File: config.mk
export PLATFORM = sky130hd
export DESIGN_NAME = l2_arbiter
export DESIGN_NICKNAME = d
export VERILOG_FILES = /design/src/rtl/l2_arbiter.sv
export SDC_FILE = /design/constraint.sdc
export NUM_CORES = 1
export LEC_CHECK = 0
export BUFFER_PORTS_ARGS = -buffer_cell sky130_fd_sc_hd__buf_2
export CAP_MARGIN = 10
export CORE_AREA = 2 2 538 540
export CTS_CLUSTER_SIZE = 12
export DETAILED_ROUTE_END_ITERATION = 10
export DIE_AREA = 0 0 540 542
export SYNTH_ARGS = -nofsm -noshare
export SYNTH_HDL_FRONTEND = slang
export SYNTH_SLANG_ARGS = --single-unit
export TNS_END_PERCENT = 30
File: constraint.sdc
create_clock -name clk -period 4.5 [get_ports clk]
set_input_delay 0.675 -clock clk [delete_from_list [all_inputs] [get_ports clk]]
set_output_delay 0.675 -clock clk [all_outputs]
set_load 0.01 [all_outputs]
File: src/rtl/l2_arbiter.sv
// ---------------------------------------------------------------------------
// l2_arbiter
//
// Shares the single L2 line port between the L1 I-cache miss path (read
// only) and the L1 D-cache miss/writeback path (read/write). One L2
// transaction is in flight at a time. The winner's address, write data and
// operation are latched at grant. The L2 response is routed back to the
// winner only. Round-robin priority keeps either side from starving.
//
// Ports
//   clk         rising-edge clock
//   reset       asynchronous, active-low reset
//   i_read      I-side line-read request, held until i_resp
//   i_address   I-side line address
//   i_rdata     I-side read data, updated only on the I completion
//   i_resp      I-side one-cycle completion pulse
//   d_read      D-side line-read request, held until d_resp
//   d_write     D-side writeback request, held until d_resp
//   d_address   D-side line address
//   d_wdata     D-side write data
//   d_rdata     D-side read data, updated only on the D completion
//   d_resp      D-side one-cycle completion pulse
//   l2_read     read request to L2
//   l2_write    write request to L2
//   l2_address  latched address to L2
//   l2_wdata    latched write data to L2
//   l2_rdata    L2 read data, valid with l2_resp
//   l2_resp     L2 completion pulse
//   last_grant  side served last (0 = I, 1 = D)
// ---------------------------------------------------------------------------
module l2_arbiter #(
    parameter int s_line = 256,
    parameter int s_addr = 32
) (
    input  logic              clk,
    input  logic              reset,
    input  logic              i_read,
    input  logic [s_addr-1:0] i_address,
    output logic [s_line-1:0] i_rdata,
    output logic              i_resp,
    input  logic              d_read,
    input  logic              d_write,
    input  logic [s_addr-1:0] d_address,
    input  logic [s_line-1:0] d_wdata,
    output logic [s_line-1:0] d_rdata,
    output logic              d_resp,
    output logic              l2_read,
    output logic              l2_write,
    output logic [s_addr-1:0] l2_address,
    output logic [s_line-1:0] l2_wdata,
    input  logic [s_line-1:0] l2_rdata,
    input  logic              l2_resp,
    output logic              last_grant
);

    typedef enum logic [1:0] {
        IDLE    = 2'd0,
        SERVE_I = 2'd1,
        SERVE_D = 2'd2,
        RELEASE = 2'd3
    } state_t;

    state_t state_r;

    logic i_req_s;
    logic d_req_s;
    logic grant_d_s;

    // Request decode and round-robin choice. On a conflict the side that
    // was not served last wins, so after reset (last_grant = 0) D goes first.
    always_comb begin
        i_req_s   = i_read;
        d_req_s   = d_read | d_write;
        grant_d_s = d_req_s & (~i_req_s | ~last_grant);
    end

    // Transaction sequencer with all outputs registered.
    always_ff @(posedge clk or negedge reset) begin
        if (!reset) begin
            state_r    <= IDLE;
            l2_read    <= 1'b0;
            l2_write   <= 1'b0;
            l2_address <= {s_addr{1'b0}};
            l2_wdata   <= {s_line{1'b0}};
            i_rdata    <= {s_line{1'b0}};
            d_rdata    <= {s_line{1'b0}};
            i_resp     <= 1'b0;
            d_resp     <= 1'b0;
            last_grant <= 1'b0;
        end else begin
            // Completion pulses last exactly one cycle (the RELEASE cycle).
            i_resp <= 1'b0;
            d_resp <= 1'b0;
            case (state_r)
                IDLE: begin
                    // A stray l2_resp here (e.g. after a mid-transaction
                    // reset) is deliberately ignored.
                    if (grant_d_s) begin
                        l2_address <= d_address;
                        l2_wdata   <= d_wdata;
                        // Write wins if both read and write are requested.
                        l2_write   <= d_write;
                        l2_read    <= ~d_write;
                        last_grant <= 1'b1;
                        state_r    <= SERVE_D;
                    end else if (i_req_s) begin
                        l2_address <= i_address;
                        l2_write   <= 1'b0;
                        l2_read    <= 1'b1;
                        last_grant <= 1'b0;
                        state_r    <= SERVE_I;
                    end else begin
                        state_r    <= IDLE;
                    end
                end
                SERVE_I: begin
                    if (l2_resp) begin
                        i_rdata  <= l2_rdata;
                        i_resp   <= 1'b1;
                        l2_read  <= 1'b0;
                        l2_write <= 1'b0;
                        state_r  <= RELEASE;
                    end else begin
                        state_r  <= SERVE_I;
                    end
                end
                SERVE_D: begin
                    if (l2_resp) begin
                        // Captured on writes too; L2 defines the value.
                        d_rdata  <= l2_rdata;
                        d_resp   <= 1'b1;
                        l2_read  <= 1'b0;
                        l2_write <= 1'b0;
                        state_r  <= RELEASE;
                    end else begin
                        state_r  <= SERVE_D;
                    end
                end
                RELEASE: begin
                    // Requests are not sampled here so the served side has
                    // one cycle to drop its still-asserted request.
                    state_r <= IDLE;
                end
                default: begin
                    l2_read  <= 1'b0;
                    l2_write <= 1'b0;
                    state_r  <= IDLE;
                end
            endcase
        end
    end

endmodule

==> impl_metrics.py, run 1 <==
metrics = {
    "outcome": {
        "status": "complete, no violations",
    },
    "worst_setup_path": {
        "crit_fanout": 61,
        "crit_required_ns": 5.21,
        "worstSetupStartpointType": "flip-flop",
        "path_class": "reg2reg",
        "arrival_ns": 3.23,
        "cp-end-kind": "flip-flop",
    },
    "synthesis": {
        "synth.area.top_cells": "dfrtp_1 65%, mux2_2 19%, mux2_4 11%",
        "syn-instance-count": 1795,
        "synth_top_area_share_pct": 64.8,
        "synth_top_area_cell": "dfrtp_1",
        "netlist_area_mm2": 0.0312,
        "seq_area_frac_synth_pct": 64.8,
        "syn_avg_cell_area_um2": 17.4,
        "synth_cell_type_count": 24,
        "yosys_warnings": 0,
        "ys_ff_latch": 807,
        "synth_fp_nets": 2382,
    },
    "route": {
        "vias_per_cell": 3.26,
        "drtAntennaViolNets": 0,
        "dr.pass1.iters": 4,
        "initialDrtViolationCount": 1141,
        "wl_per_cell_um": 29.9,
        "post-route-drc-count": 0,
        "vias": 23800,
        "routed_wl_um": 218000,
    },
    "cells_and_area": {
        "final_cell_mix": "1385 x buf_2, 807 x dfrtp_1, 539 x mux2_2, 229 x mux2_4, 106 x clkbuf_16",
        "finalNetCount": 3948,
        "nFillCells": 31700,
        "postLayoutCoreUtil_pct": 16.6,
        "finalInstanceArea_mm2": 0.0476,
        "drive_gt1_share_pct": 69.4,
        "area_delta_synth_final_pct": 52.6,
        "layout_commonest_cell": "buf_2",
    },
    "floorplanning": {
        "num_rows": 197,
        "dieWidth_um": 540,
        "initial_core_util_pct": 10.9,
        "dieArea_mm2": 0.293,
        "ios": 1387,
        "chipHeight_um": 542,
        "coreArea_mm2": 0.287,
    },
    "timing": {
        "fin_skew_ns": 0.0383,
        "slew_viol_final": 0,
        "setup_violations": 0,
        "rsz0062_at_grt": "false",
        "fin_crit_ns": 2.52,
        "tightest_slew_ns": 1.43,
        "finalCritPeriodShare_pct": 56.0,
        "hold_viol": 0,
        "tns_ns": 0,
        "slew-limit-headroom_pct": 4.80,
        "hold_ws_ns": 0.0831,
        "max_freq_mhz": 397,
        "fin_ws_ns": 1.98,
    },
    "cts": {
        "cts_htree_levels": 3,
        "cts_tree": "built",
        "clock_latency_ns": 0.84,
        "cts_root_buffer": "clkbuf_16",
        "cts_buffers": 106,
        "clkTransAtPathRegs_ns": 0.06,
        "numClockSinks": 807,
        "clockBufferDepth": 4,
    },
    "global_route": {
        "grt_pass1_vias": 24500,
        "antenna_found_initial": 290,
        "grt_pass1_wl_um": 273000,
        "grt_max_degree": 124,
        "grt_remaining_overflow": 0,
        "grt_use_total_pct": 14.4,
    },
    "power": {
        "power_density_mw_per_mm2": 804,
        "leakage_nw": 22.3,
        "peakVddDrop_v": 0.000394,
    },
    "flow_run": {
        "max-cap-violations": 0,
    },
    "placement": {
        "place_ws_ns": 1.67,
        "dp_hpwl_um": 189000,
        "place_congestion": 0.934,
        "numPortBuffers": 1386,
        "post_dp_cell_area_mm2": 0.0429,
    },
    "hold_path": {
        "hold_path_class": "in2reg",
    },
}
-- power by group --
part / internal, mW / switching (mW) / leakage, nW
sequential: 11.0 / 2.22 / 9.57
combinational: 7.32 / 9.09 / 11.0
clock: 5.00 / 3.63 / 1.69
-- sequential cells by signal (all words and copies together), names as in the netlist --
name / flops
last_grant: 1
l2_address: 32
d_resp: 1
l2_read: 1
l2_wdata: 256
l2_write: 1
state_r: 2
i_resp: 1
i_rdata: 256
d_rdata: 256
-- critical path, stage by stage (launching register included) --
cell	delay (ns)
dfrtp_1	0.41
inv_1	0.12
ha_1	0.35
nand2_8	0.34
buf_4	0.54
mux2_4	0.33
-- per-stage QoR --
stage	instances	total power [mW]
global placement	6930	29.6
CTS	7221	39.0
finish	7300	38.3
global route	7262	40.0
floorplan	1795	20.9
detailed placement	6930	29.9
-- cell usage after synthesis, drive strengths merged --
master and count:
mux2i 32, nor2 2, inv 4, nor2b 1, o21ai 33, buf 87
o41ai 1, o22ai 1, nand2 40, mux2 768, clkbuf 7, nor4b 1
ha 5, o31ai 3, or4b 1, a21boi 1, a2bb2oi 1, dfrtp 807
-- cell families (layout without fill, tap and decap cells) --
| group | after synthesis | count (layout) | share of synthesized area, % |
|---|---|---|---|
| adder cells (fa/ha/maj) | 5 | 5 | 0.201 |
| multiplexers | 800 | 800 | 31.5 |
| other | 0 | 79 | 0 |
| buffers and inverters | 98 | 1743 | 2.20 |
| AND/OR/NAND/NOR | 45 | 45 | 0.594 |
| AO/OA/AOI/OAI | 40 | 40 | 0.722 |
| flip-flops | 807 | 807 | 64.8 |
-- path summary, 6_finish.rpt --
kind,start,to,slack (ns),depth (start not counted)
max in group asynchronous,reset,d_rdata[88]$_DFFE_PN0P_,2.72,3
min,l2_rdata[117],i_rdata[117]$_DFFE_PN0P_,0.08,2
max,state_r[0]$_DFF_PN0_,l2_wdata[215]$_DFFE_PN0P_,1.98,5
min reg2reg,l2_address[1]$_DFFE_PN0P_,l2_address[1]$_DFFE_PN0P_,0.48,2
min in group asynchronous,reset,i_rdata[124]$_DFFE_PN0P_,0.51,2
max reg2reg,state_r[0]$_DFF_PN0_,l2_wdata[215]$_DFFE_PN0P_,1.98,5
-- what timing repair did --
item                      CTS  global route
hold buffers              104             0
setup buffers               0             0
hold endpoints to repair  161             0
gates resized for setup     0             0
-- cell type report --
cell class / count / area [µm²] / area share, %
Sequential cell: 807 / 20200 / 42.4
Multi-Input combinational cell: 890 / 10300 / 21.8
Timing Repair Buffer: 1552 / 8620 / 18.1
Tap cell: 3781 / 4730 / 9.94
Clock buffer: 146 / 2980 / 6.27
Clock inverter: 41 / 485 / 1.02
Antenna cell: 79 / 198 / 0.415
Inverter: 4 / 22.5 / 0.0473
-- per-layer routing --
layer / share of wire, % / up-vias / wire length, µm / global-route usage, %
met5: 0.53 / - / 1150 / 0
met4: 5.9 / 170 / 12900 / 7.26
met3: 12 / 577 / 27200 / 7.79
met2: 42 / 1559 / 91200 / 21.3
met1: 39 / 11900 / 85800 / 16.7
li1: - / 9611 / - / -
Power figures use the tool's default switching activity.
==> run 2, diff against run 1 <==
clock period = 2.45 ns   (was 4.5 ns; I/O delays follow)
==> impl_metrics.py, run 2 (synthesis gave the netlist of run 1 again) <==
metrics = {
    "global_route": {
        "grt_use_total_pct": 14.8,
        "grt_max_degree": 81,
        "grt_pass1_vias": 27300,
        "antenna_found_initial": 211,
        "grt_pass1_wl_um": 284000,
        "grt_remaining_overflow": 0,
    },
    "cells_and_area": {
        "drive_gt1_share_pct": 61.4,
        "postLayoutCoreUtil_pct": 18.3,
        "layout_commonest_cell": "buf_2",
        "finalInstanceArea_mm2": 0.0526,
        "reg_top3": "d_rdata: 256 flops, i_rdata: 256 flops, l2_wdata: 256 flops",
        "final_cell_mix": "1385 x buf_2, 807 x dfrtp_1, 579 x dlygate4sd3_1, 539 x mux2_2, 229 x mux2_4",
        "finalNetCount": 4455,
        "area_delta_synth_final_pct": 68.8,
        "nFillCells": 31300,
    },
    "timing": {
        "fin_crit_ns": 2.24,
        "finalCritPeriodShare_pct": 91.6,
        "slew-limit-headroom_pct": 50.7,
        "tightest_slew_ns": 0.739,
        "hold_viol": 0,
        "slew_viol_final": 0,
        "fin_ws_ns": 0.207,
        "fin_skew_ns": 0.0270,
        "max_freq_mhz": 446,
        "rsz0062_at_grt": "false",
        "setup_violations": 0,
        "tns_ns": 0,
    },
    "route": {
        "routed_wl_um": 224000,
        "vias_per_cell": 3.29,
        "initialDrtViolationCount": 1443,
        "dr.pass1.iters": 7,
        "post-route-drc-count": 0,
        "drtAntennaViolNets": 0,
        "vias": 25700,
        "wl_per_cell_um": 28.7,
    },
    "hold_path": {
        "hold_path_class": "in2reg",
        "hold_start": "d_read",
        "hold-path-cell-count": 3,
        "hold_path_end": "l2_read$_DFFE_PN0P_",
    },
    "floorplanning": {
        "num_rows": 197,
        "ios": 1387,
        "chipHeight_um": 542,
        "coreArea_mm2": 0.287,
        "initial_core_util_pct": 10.9,
        "dieWidth_um": 540,
        "dieArea_mm2": 0.293,
    },
    "outcome": {
        "status": "complete, no violations",
    },
    "power": {
        "power.total_mw": 71.3,
        "leakage_nw": 24.4,
        "peakVddDrop_v": 0.000710,
        "power_density_mw_per_mm2": 1350,
    },
    "flow_run": {
        "max-cap-violations": 0,
    },
    "worst_setup_path": {
        "reg2reg_from": "last_grant$_DFFE_PN0P_",
        "rr_endpoint": "l2_address[15]$_DFFE_PN0P_",
        "crit_fanout": 34,
        "cp-end-kind": "flip-flop",
        "crit_required_ns": 3.13,
        "worstSetupStartpointType": "flip-flop",
        "ff2ff_setup_slack_ns": 0.21,
        "path_class": "reg2reg",
        "arrival_ns": 2.92,
        "reg2regPathDepth": 6,
    },
    "placement": {
        "place_congestion": 0.980,
        "place_ws_ns": 0.342,
        "dp_hpwl_um": 192000,
        "numPortBuffers": 1386,
        "post_dp_cell_area_mm2": 0.0433,
    },
    "cts": {
        "cts_buffers": 103,
        "clkTransAtPathRegs_ns": 0.06,
        "cts_root_buffer": "clkbuf_16",
        "clockBufferDepth": 4,
        "numClockSinks": 807,
        "hold_buffers": 579,
        "cts_resized": 0,
        "cts_htree_levels": 3,
        "clock_latency_ns": 0.81,
        "cts_setup_buffers": 0,
        "cts_tree": "built",
    },
}
[run 2: cell types whose count changed in the layout (fill, tap and decap cells not counted), sizes merged, moves of 4 or more]
cell and change:
dlygate4sd3 +475, buf +35, clkinv +7, diode -6
inv -6, clkbuf -4
[run 2: how the worst max path moves through the flow]
stage / end / start / depth (start not counted)
2_1_floorplan: i_rdata[132]$_DFFE_PN0P_ / state_r[1]$_DFF_PN0_ / 7
3_3_place_gp: i_rdata[212]$_DFFE_PN0P_ / state_r[1]$_DFF_PN0_ / 6
3_5_place_dp: i_rdata[204]$_DFFE_PN0P_ / state_r[1]$_DFF_PN0_ / 6
4_1_cts: last_grant / last_grant$_DFFE_PN0P_ / 2
5_1_grt: l2_address[15]$_DFFE_PN0P_ / last_grant$_DFFE_PN0P_ / 6
6_report: l2_address[15]$_DFFE_PN0P_ / last_grant$_DFFE_PN0P_ / 6
[run 2: layout make-up]
cell class                 instances  area [µm²]  area share, %
sequential                       807       20200           38.4
multi-input combinational        890       10300           19.7
clock inverter                    42         400          0.761
inverter                           4        22.5         0.0428
timing repair buffer            2062       13800           26.3
clock buffer                     142        2920           5.56
tap                             3781        4730           8.99
antenna                           73         183          0.347
[run 2: power by group]
| part | switching [mW] | internal (mW) |
|---|---|---|
| registers | 4.22 | 20.2 |
| logic | 17.3 | 14.3 |
| clock network | 6.45 | 8.77 |
[run 2: routing by layer]
layer,part of all wire (%),GRT usage [%],vias up
li1,-,-,10600
met1,40,17.6,12900
met2,42,22.1,1562
met3,11,6.92,475
met4,5.8,7.41,124
met5,0.42,0,-
[run 2: stage by stage]
stage | hold WS, ns | std cells
after CTS | 0.00625 | 7728
after detailed placement | 0.417 | 6965
after floorplan | 0.0719 | 1795
final | 0.113 | 7801
after global routing | 0.112 | 7768
after global placement | 0.413 | 6965
[run 2: worst max-delay path: stages (launching register included)]
cell,delay (ns)
dfrtp_1,0.43
a2bb2oi_4,0.26
buf_12,0.28
mux2i_1,0.24
dlygate4sd3_1,0.58
buf_4,0.16
o21ai_0,0.08
==> run 3, diff against run 2 <==
BUFFER_PORTS_ARGS = -buffer_cell sky130_fd_sc_hd__buf_4   (was -buffer_cell sky130_fd_sc_hd__buf_2)
==> impl_metrics.py, run 3 (synthesis gave the netlist of run 1 again) <==
metrics = {
    "outcome": {
        "status": "complete, no violations",
    },
    "timing": {
        "max_freq_mhz": 456,
        "slew_viol_final": 0,
        "tightest_slew_ns": 0.739,
        "hold_viol": 0,
        "finalCritPeriodShare_pct": 89.6,
        "fin_crit_ns": 2.19,
        "setup_violations": 0,
        "tns_ns": 0,
        "slew-limit-headroom_pct": 50.0,
        "fin_skew_ns": 0.0602,
        "rsz0062_at_grt": "false",
    },
    "cells_and_area": {
        "multi_input_area_mm2": 0.0103,
        "layout_commonest_cell": "buf_4",
        "nFillCells": 31000,
        "finalNetCount": 4449,
        "drive_gt1_share_pct": 61.6,
        "reg_top3": "d_rdata: 256 flops, i_rdata: 256 flops, l2_wdata: 256 flops",
        "area_delta_synth_final_pct": 80.5,
        "register_area_mm2": 0.0202,
        "final_cell_mix": "1443 x buf_4, 807 x dfrtp_1, 579 x dlygate4sd3_1, 539 x mux2_2, 229 x mux2_4",
    },
    "route": {
        "wl_per_cell_um": 28.8,
        "dr.pass1.iters": 5,
        "routed_wl_um": 224000,
        "vias_per_cell": 3.27,
        "vias": 25400,
        "drtAntennaViolNets": 0,
        "post-route-drc-count": 0,
        "initialDrtViolationCount": 1460,
    },
    "hold_path": {
        "hold_start": "d_read",
        "hold-path-cell-count": 3,
        "hold_path_class": "in2reg",
    },
    "worst_setup_path": {
        "cpLargestDelayFamily": "buffers and inverters",
        "crit_required_ns": 3.11,
        "worstSetupStartpointType": "flip-flop",
        "ff2ff_setup_slack_ns": 0.26,
        "crit_path_cell_trace": "a2bb2oi_4 > buf_12 > mux2i_1 > dlygate4sd3_1 > buf_4 > o21ai_0",
        "worstSetupEndpoint": "l2_address[15]$_DFFE_PN0P_",
        "arrival_ns": 2.85,
        "worst-path-buf-inv": 3,
        "reg2regPathDepth": 6,
        "crit_fanout": 34,
        "cp_slowest_cell": "dlygate4sd3_1",
        "reg2reg_from": "last_grant$_DFFE_PN0P_",
        "rr_endpoint": "l2_address[15]$_DFFE_PN0P_",
        "cp-end-kind": "flip-flop",
        "cp-startpoint": "last_grant$_DFFE_PN0P_",
        "path_class": "reg2reg",
        "worst-path-stages": 6,
        "worst_path_largest_cell_delay_ns": 0.58,
    },
    "cts": {
        "cts_tree": "built",
        "cts_htree_levels": 3,
        "numClockSinks": 807,
        "cts_buffers": 103,
        "cts_resized": 0,
        "cts_setup_buffers": 0,
        "clkTransAtPathRegs_ns": 0.06,
        "hold_buffers": 579,
        "clockBufferDepth": 4,
        "clock_latency_ns": 0.83,
        "cts_root_buffer": "clkbuf_16",
    },
    "power": {
        "power.total_mw": 76.5,
        "leakage_nw": 25.7,
        "peakVddDrop_v": 0.000742,
        "power_density_mw_per_mm2": 1360,
    },
    "placement": {
        "dp_hpwl_um": 192000,
        "place_congestion": 0.936,
        "numPortBuffers": 1386,
    },
    "global_route": {
        "grt_max_degree": 96,
        "grt_remaining_overflow": 0,
        "antenna_found_initial": 167,
        "grt_pass1_wl_um": 284000,
        "grt_pass1_vias": 27000,
        "grt_use_total_pct": 14.7,
    },
    "floorplanning": {
        "chipHeight_um": 542,
        "dieArea_mm2": 0.293,
        "dieWidth_um": 540,
        "initial_core_util_pct": 10.9,
        "num_rows": 197,
        "ios": 1387,
        "coreArea_mm2": 0.287,
    },
    "flow_run": {
        "max-cap-violations": 0,
    },
}
[run 3: final cells by class]
class | count | area share (%)
inverters | 4 | 0.0400
diodes | 65 | 0.289
clock inverters | 48 | 1.08
repair buffers | 2056 | 30.7
flip-flops and latches | 807 | 35.9
well taps | 3781 | 8.41
multi-input cells | 890 | 18.4
clock buffers | 133 | 5.17
[run 3: per-layer routing]
| layer | wire [µm] | track usage (%) | vias up |
|---|---|---|---|
| li1 | - | - | 10600 |
| met1 | 92200 | 17.8 | 12900 |
| met2 | 95800 | 22.3 | 1411 |
| met3 | 23800 | 6.80 | 444 |
| met4 | 11400 | 6.46 | 128 |
| met5 | 1040 | 0.510 | - |
[run 3: where the power goes]
part	internal, mW	switching (mW)	leakage [nW]
clock network	9.44	6.48	1.74
registers	20.2	4.82	9.57
logic	18.2	17.3	14.4
total	47.9	28.6	25.7
[run 3: worst min-delay path, stage by stage]
cell     delay [ns]
buf_4          0.13
nor4b_1        0.10
o41ai_1        0.29
[run 3: stage by stage]
step                      setup slack (ns)  utilization (%)  hold WS, ns  area (µm²)  instances
after floorplan                      0.699                -       0.0719       31200       1795
after global routing                 0.182             19.6        0.117       56200       7751
final                                0.256             19.6        0.144       56300       7784
after CTS                            0.276             19.6       0.0105       56100       7719
after global placement               0.320             16.3        0.438       46800       6959
after detailed placement             0.296             16.3        0.438       46800       6959
[run 3: how the worst min path moves through the flow]
stage | endpoint | slack, ns
5_1_grt | l2_write$_DFFE_PN0P_ | 0.12
6_report | l2_read$_DFFE_PN0P_ | 0.14
3_3_place_gp | d_rdata[74]$_DFFE_PN0P_ | 0.44
4_1_cts | l2_read$_DFFE_PN0P_ | 0.01
2_1_floorplan | d_rdata[0]$_DFFE_PN0P_ | 0.07
3_5_place_dp | d_rdata[74]$_DFFE_PN0P_ | 0.44
